<file path="src/rtl/i2c_arb_pkg.sv">
// Shared types and field widths for the I2C master-sharing arbiter.
package i2c_arb_pkg;

    localparam int I2C_SLAVE_W = 7;
    localparam int I2C_DATA_W  = 16;
    localparam int I2C_RDATA_W = 8;

    typedef enum logic [2:0] {
        ST_IDLE  = 3'd0,
        ST_ISSUE = 3'd1,
        ST_WAIT  = 3'd2,
        ST_RESP  = 3'd3,
        ST_GAP   = 3'd4
    } arb_state_e;

endpackage

</file>
<file path="src/rtl/i2c_bus_arbiter_rr.sv">
// Combinational round-robin picker: first set request strictly after last_i, with wrap.
module rr_arbiter #(
    parameter int N = 3,
    localparam int IW = (N > 1) ? $clog2(N) : 1
) (
    input  logic [N-1:0]  req_i,
    input  logic [IW-1:0] last_i,
    output logic [N-1:0]  gnt_o,
    output logic [IW-1:0] idx_o
);

    logic found_s;
    int   pos_s;

    // Scan N positions starting one past the last winner; first hit wins.
    always_comb begin
        gnt_o   = '0;
        idx_o   = '0;
        found_s = 1'b0;
        pos_s   = 0;
        for (int off = 1; off <= N; off++) begin
            pos_s = (int'(last_i) + off) % N;
            if (!found_s && req_i[pos_s]) begin
                found_s       = 1'b1;
                gnt_o[pos_s]  = 1'b1;
                idx_o         = IW'(pos_s);
            end else begin
                found_s = found_s;
            end
        end
    end

endmodule

</file>
<file path="src/rtl/i2c_bus_arbiter.sv">
// Round-robin owner of the single I2C master: forwards one transaction at a time,
// routes completion back to the owner and fails transactions on a hung bus.
module i2c_bus_arbiter
    import i2c_arb_pkg::*;
#(
    parameter int NUM_REQ     = 3,
    parameter int TIMEOUT_CYC = 2_000_000,
    parameter int GAP_CYC     = 16
) (
    input  logic                          clk,
    input  logic                          rst_n,
    input  logic [NUM_REQ-1:0]            req_valid_i,
    input  logic [NUM_REQ-1:0]            req_rh_wl_i,
    input  logic [NUM_REQ*I2C_SLAVE_W-1:0] req_slave_i,
    input  logic [NUM_REQ*I2C_DATA_W-1:0] req_data_i,
    output logic [NUM_REQ-1:0]            rsp_done_o,
    output logic                          rsp_err_o,
    output logic [I2C_RDATA_W-1:0]        rsp_rdata_o,
    output logic [NUM_REQ-1:0]            grant_o,
    output logic                          i2c_exec_o,
    output logic                          i2c_rh_wl_o,
    output logic [I2C_SLAVE_W-1:0]        i2c_slave_o,
    output logic [I2C_DATA_W-1:0]         i2c_data_o,
    input  logic                          i2c_done_i,
    input  logic                          i2c_nack_i,
    input  logic [I2C_RDATA_W-1:0]        i2c_rdata_i
);

    localparam int IDX_W = $clog2(NUM_REQ);
    localparam int TO_W  = $clog2(TIMEOUT_CYC);
    localparam int GAP_W = (GAP_CYC > 0) ? $clog2(GAP_CYC + 1) : 1;
    localparam logic [TO_W-1:0]  TO_LAST  = TO_W'(TIMEOUT_CYC - 1);
    localparam logic [GAP_W-1:0] GAP_LAST = GAP_W'((GAP_CYC > 0) ? (GAP_CYC - 1) : 0);
    localparam logic             HAS_GAP  = (GAP_CYC > 0) ? 1'b1 : 1'b0;

    arb_state_e                 state_q, state_d;
    logic [IDX_W-1:0]           rr_ptr_q, rr_ptr_d;
    logic [IDX_W-1:0]           idx_q, idx_d;
    logic [TO_W-1:0]            to_cnt_q, to_cnt_d;
    logic [GAP_W-1:0]           gap_cnt_q, gap_cnt_d;
    logic [NUM_REQ-1:0]         grant_q, grant_d;
    logic                       exec_q, exec_d;
    logic                       rh_wl_q, rh_wl_d;
    logic [I2C_SLAVE_W-1:0]     slave_q, slave_d;
    logic [I2C_DATA_W-1:0]      data_q, data_d;
    logic [NUM_REQ-1:0]         rsp_done_q, rsp_done_d;
    logic                       rsp_err_q, rsp_err_d;
    logic [I2C_RDATA_W-1:0]     rsp_rdata_q, rsp_rdata_d;

    logic [NUM_REQ-1:0]         pick_gnt_s;
    logic [IDX_W-1:0]           pick_idx_s;
    logic                       any_req_s;
    logic                       to_expire_s;
    logic                       gap_last_s;

    rr_arbiter #(.N(NUM_REQ)) u_rr (
        .req_i  (req_valid_i),
        .last_i (rr_ptr_q),
        .gnt_o  (pick_gnt_s),
        .idx_o  (pick_idx_s)
    );

    assign any_req_s   = |req_valid_i;
    assign to_expire_s = (to_cnt_q == TO_LAST);
    assign gap_last_s  = (gap_cnt_q == GAP_LAST);

    // State register.
    always_ff @(posedge clk or negedge rst_n) begin
        if (!rst_n) begin
            state_q <= ST_IDLE;
        end else begin
            state_q <= state_d;
        end
    end

    // Next-state logic; a done coincident with the timeout terminal count is taken as done.
    always_comb begin
        state_d = state_q;
        case (state_q)
            ST_IDLE: begin
                if (any_req_s) state_d = ST_ISSUE;
                else           state_d = ST_IDLE;
            end
            ST_ISSUE: state_d = ST_WAIT;
            ST_WAIT: begin
                if (i2c_done_i || to_expire_s) state_d = ST_RESP;
                else                           state_d = ST_WAIT;
            end
            ST_RESP: begin
                if (HAS_GAP) state_d = ST_GAP;
                else         state_d = ST_IDLE;
            end
            ST_GAP: begin
                if (gap_last_s) state_d = ST_IDLE;
                else            state_d = ST_GAP;
            end
            default: state_d = ST_IDLE;
        endcase
    end

    // Output and datapath next values, all registered below.
    always_comb begin
        rr_ptr_d    = rr_ptr_q;
        idx_d       = idx_q;
        grant_d     = grant_q;
        rh_wl_d     = rh_wl_q;
        slave_d     = slave_q;
        data_d      = data_q;
        exec_d      = 1'b0;
        rsp_done_d  = '0;
        rsp_err_d   = 1'b0;
        rsp_rdata_d = '0;

        if (state_q == ST_WAIT) to_cnt_d = to_cnt_q + TO_W'(1);
        else                    to_cnt_d = '0;

        if (state_q == ST_GAP) gap_cnt_d = gap_cnt_q + GAP_W'(1);
        else                   gap_cnt_d = '0;

        case (state_q)
            ST_IDLE: begin
                if (any_req_s) begin
                    grant_d = pick_gnt_s;
                    idx_d   = pick_idx_s;
                    rh_wl_d = req_rh_wl_i[pick_idx_s];
                    slave_d = req_slave_i[int'(pick_idx_s)*I2C_SLAVE_W +: I2C_SLAVE_W];
                    data_d  = req_data_i[int'(pick_idx_s)*I2C_DATA_W +: I2C_DATA_W];
                    exec_d  = 1'b1;
                end else begin
                    exec_d  = 1'b0;
                end
            end
            ST_WAIT: begin
                if (i2c_done_i) begin
                    rsp_done_d  = grant_q;
                    rsp_err_d   = i2c_nack_i;
                    rsp_rdata_d = rh_wl_q ? i2c_rdata_i : '0;
                end else if (to_expire_s) begin
                    rsp_done_d  = grant_q;
                    rsp_err_d   = 1'b1;
                end else begin
                    rsp_done_d  = '0;
                end
            end
            ST_RESP: begin
                grant_d  = '0;
                rr_ptr_d = idx_q;
            end
            default: begin
                exec_d = 1'b0;
            end
        endcase
    end

    // Datapath, counters and registered outputs.
    always_ff @(posedge clk or negedge rst_n) begin
        if (!rst_n) begin
            rr_ptr_q    <= IDX_W'(NUM_REQ - 1);
            idx_q       <= '0;
            to_cnt_q    <= '0;
            gap_cnt_q   <= '0;
            grant_q     <= '0;
            exec_q      <= 1'b0;
            rh_wl_q     <= 1'b0;
            slave_q     <= '0;
            data_q      <= '0;
            rsp_done_q  <= '0;
            rsp_err_q   <= 1'b0;
            rsp_rdata_q <= '0;
        end else begin
            rr_ptr_q    <= rr_ptr_d;
            idx_q       <= idx_d;
            to_cnt_q    <= to_cnt_d;
            gap_cnt_q   <= gap_cnt_d;
            grant_q     <= grant_d;
            exec_q      <= exec_d;
            rh_wl_q     <= rh_wl_d;
            slave_q     <= slave_d;
            data_q      <= data_d;
            rsp_done_q  <= rsp_done_d;
            rsp_err_q   <= rsp_err_d;
            rsp_rdata_q <= rsp_rdata_d;
        end
    end

    assign rsp_done_o  = rsp_done_q;
    assign rsp_err_o   = rsp_err_q;
    assign rsp_rdata_o = rsp_rdata_q;
    assign grant_o     = grant_q;
    assign i2c_exec_o  = exec_q;
    assign i2c_rh_wl_o = rh_wl_q;
    assign i2c_slave_o = slave_q;
    assign i2c_data_o  = data_q;

endmodule

</file>
<file path="config.mk">
export PLATFORM = sky130hd
export DESIGN_NAME = i2c_bus_arbiter
export DESIGN_NICKNAME = d
export VERILOG_FILES = /design/src/rtl/i2c_arb_pkg.sv /design/src/rtl/i2c_bus_arbiter_rr.sv /design/src/rtl/i2c_bus_arbiter.sv
export SDC_FILE = /design/constraint.sdc
export NUM_CORES = 1
export LEC_CHECK = 0
export ABC_AREA = 1
export CAP_MARGIN = 20
export CORE_MARGIN = 4
export CORE_UTILIZATION = 45
export DETAILED_ROUTE_END_ITERATION = 10
export GPL_TIMING_DRIVEN = 0
export PLACE_DENSITY = 0.78
export SLEW_MARGIN = 20
export SYNTH_ARGS = -nofsm -noshare
export SYNTH_HDL_FRONTEND = slang
export SYNTH_HIERARCHICAL = 1
export SYNTH_SLANG_ARGS = --single-unit
</file>
<file path="constraint.sdc">
create_clock -name clk -period 2.85 [get_ports clk]
set_clock_uncertainty 0.15 [all_clocks]
set_input_delay 0.4275 -clock clk [delete_from_list [all_inputs] [get_ports clk]]
set_output_delay 0.4275 -clock clk [all_outputs]
set_load 0.05 [all_outputs]
</file>
==> out/results.tsv <==
stage	metric	value	unit
run_status	status	finished, final reports clean	
clock_tree	cts_max_path_buffers	2	
clock_tree	cts_setup_buffers	0	
sta	setup-violations-final	0	
power	irDropWorstVdd	0.0009493	V
synthesis	avgSynthCellArea	7.736	um2
global_routing	grt_overflow_total	0	
drt	viasPerCell	5.172	
synthesis	synth_nets	598	
clock_tree	numCtsBuffers	9	
die	core_area	8341	um2
power	p_clk_share	15.8	%
power	sw_frac_of_total	49.12	%
cells_and_area	layout-drive-gt1-share	10.66	%
synthesis	synth_cells	504	
synthesis	synth_area	3899	um2
critical_path	worstSetupPathType	flop to flop	
synthesis	yosys_warnings	6	
power	pwr-share-seq	23.4	%
critical_path	arrival	2.83	ns
drt	detail_route.first_pass.iterations	5	
sta	fmax	0.3686	GHz
critical_path	cp.required	2.97	ns
drt	vias	3889	
die	io-pin-count	127	
drt	postRouteAntennaNets	0	
sta	drv_slew	0	
critical_path	crit_path_end_kind	flop	
drt	drtIter0Drc	156	
placement	hpwl	8.577	mm
sta	whs	0.3126	ns
drt	routed_wl	11.18	mm
cells_and_area	fill_cells	695	
run	maxCapViolations	0	
placement	io_buffers	126	
clock_tree	htree_levels	3	
die	fp.dieH	101.1	um
synthesis	ys_types	34	
cells_and_area	num_antenna_cells	0	
sta	fin_crit_sh	95.19	%
global_routing	grt_start_max_net_pins	44	
critical_path	cp_max_fo	10	
power	internal_power	3252	uW
cells_and_area	nets	736	
global_routing	antenna_found_initial	0	
cells_and_area	finalInstanceArea	5562	um2
clock_tree	clk-insertion-delay-late	0.35	ns
clock_tree	cts_tree	built	
cells_and_area	layout_common_cells	clkdlybuf4s50_1 (125), nand2_1 (118), nor2_1 (90)	
power	powerDensity	1149	nW/um2
die	start_util	46.74	%
synthesis	seq_area_frac_synth	46.89	%
die	dieArea	10220	um2
placement	gp_congestion	0.9218	
global_routing	grt_pass1_wl	18.13	mm
sta	fin_crit	2.713	ns
power	p_leak	0.002425	uW
die	fp.dieW	101.1	um
synthesis	ys_ff_latch	73	
drt	route.detailed.drc	0	
power	power_frac_comb	60.9	%
global_routing	track_usage	22.57	%
global_routing	grt_pass1_vias	4024	
drt	post_drt_wl_per_cell	14.87	um
die	rows	33	
sta	tightestPinTransition	0.5543	ns
sta	grt_setup_unrepaired	false	
critical_path	start_kind	flop	
power	p_sw	3140	uW
placement	dpl_cell_area	5309	um2
sta	slew-limit-headroom	62.93	%
cells_and_area	final_common_cell	clkdlybuf4s50_1	
sta	hold_viol	0	
clock_tree	root_buffer	clkbuf_8	
clock_tree	clk_pin_slew	0.08	ns
clock_tree	clkSinkCount	73	
hold_path	min_path_type	flop to flop	
cells_and_area	area_growth	42.65	%
-- power groups by stage --
stage	combinational (uW)	sequential (uW)	clock, uW
final	3890	1490	1010
after global routing	4220	1530	1060
after CTS	3890	1490	1010
after detailed placement	3860	1500	0
after global placement	3770	1490	0
after floorplan	2000	2180	0
-- what timing repair did --
action                                  4_1_cts  5_1_grt
resized for setup                             0        3
endpoints found under the setup margin        0       11
endpoints found under the hold margin        30        0
hold buffers                                  1        0
-- flip-flops by register name, summed over array words and instances (netlist names) --
register,count
i2c_data_o,16
grant_o,3
rr_ptr_q,2
state_q,3
rsp_done_o,3
rsp_rdata_o,8
gap_cnt_q,5
i2c_exec_o,1
idx_q,2
rsp_err_o,1
i2c_rh_wl_o,1
to_cnt_q,21
i2c_slave_o,7
-- worst paths after layout --
path                            depth (start not counted)               startpoint  slack [ns]                    endpoint
worst max-delay path                                   16  rr_ptr_q[1]$_DFFE_PN1P_        0.14  i2c_slave_o[1]$_DFFE_PN0N_
worst min-delay path                                    1   gap_cnt_q[0]$_DFF_PN0_        0.31      gap_cnt_q[0]$_DFF_PN0_
worst max register to register                         16  rr_ptr_q[1]$_DFFE_PN1P_        0.14  i2c_slave_o[1]$_DFFE_PN0N_
worst min register to register                          1   gap_cnt_q[0]$_DFF_PN0_        0.31      gap_cnt_q[0]$_DFF_PN0_
max in group asynchronous                               3                    rst_n        1.54     rr_ptr_q[1]$_DFFE_PN1P_
min in group asynchronous                               2                    rst_n        0.40      to_cnt_q[16]$_DFF_PN0_
-- synth_stat cells (all sizes together) --
master,n,area (um2)
a21oi,49,249.0
a31oi,1,6.260
and2,1,6.260
buf,14,95.09
clkbuf,1,3.750
dfrtp,72,1802
dfstp,1,26.28
ha,7,87.58
inv,48,182.7
mux2,2,22.52
mux2i,6,60.06
nand2,126,503.0
nand3,25,140.1
nand4,1,6.260
nor2,104,440.4
nor3,2,21.27
nor3b,1,7.510
o21a,2,15.01
o21ai,32,160.1
o22ai,6,37.54
xnor2,1,8.760
xor2,2,17.52
-- metrics by stage --
| step | power [uW] | std cells | TNS, ns | util, % | worst slack, ns |
|---|---|---|---|---|---|
| finish | 6392 | 752 | 0 | 66.68 | 0.1370 |
| global placement | 5264 | 735 | -94.58 | 63.44 | -1.311 |
| CTS | 6392 | 753 | 0 | 66.70 | 0.05150 |
| detailed placement | 5368 | 736 | -0.02566 | 63.65 | -0.01827 |
| floorplan | 4184 | 504 | 0 | - | 0.5347 |
| global route | 6810 | 752 | 0 | 66.68 | 0.004498 |
-- area by class of cell --
cell class              instances  area [um2]  area share, %
clock inverters                 5       102.6          1.845
clock buffers                  11       141.4          2.542
repair buffers                128        1289          23.17
inverters                      48       182.7          3.285
flip-flops and latches         73        1828          32.87
well taps                     105       131.4          2.362
multi-input cells             368        1789          32.17
plain buffers                  14       97.59          1.755
-- cells by family after synthesis --
kind of cell | after synthesis | share of synthesized area [%]
AOI/OAI and AO/OA | 90 | 12.00
xor gates and xnor gates | 3 | 0.6741
adders and majority gates | 7 | 2.246
buffers and inverters | 63 | 7.221
DFF | 73 | 46.89
muxes | 8 | 2.118
and+or+nand+nor | 260 | 28.85
-- worst max-delay path, stage by stage, from the launching register on --
cell	delay, ns
dfstp_2	0.57
ha_1	0.30
inv_2	0.14
nand2_2	0.08
nand3_2	0.09
nand2_4	0.09
inv_1	0.08
nand2_1	0.06
nand2_1	0.10
inv_2	0.04
nand2_1	0.05
buf_4	0.18
buf_2	0.23
nor2_1	0.07
nor2_1	0.11
o21ai_0	0.10
a21oi_1	0.18
-- layer usage --
layer / wire (um) / vias up / GRT usage, %
li1: - / 1886 / -
met1: 4214 / 1805 / 25.19
met2: 5736 / 171 / 39.64
met3: 995 / 27 / 7.336
met4: 235 / 0 / 8.793
met5: 0 / - / 0
No activity file was read; power rests on OpenSTA's default activity.
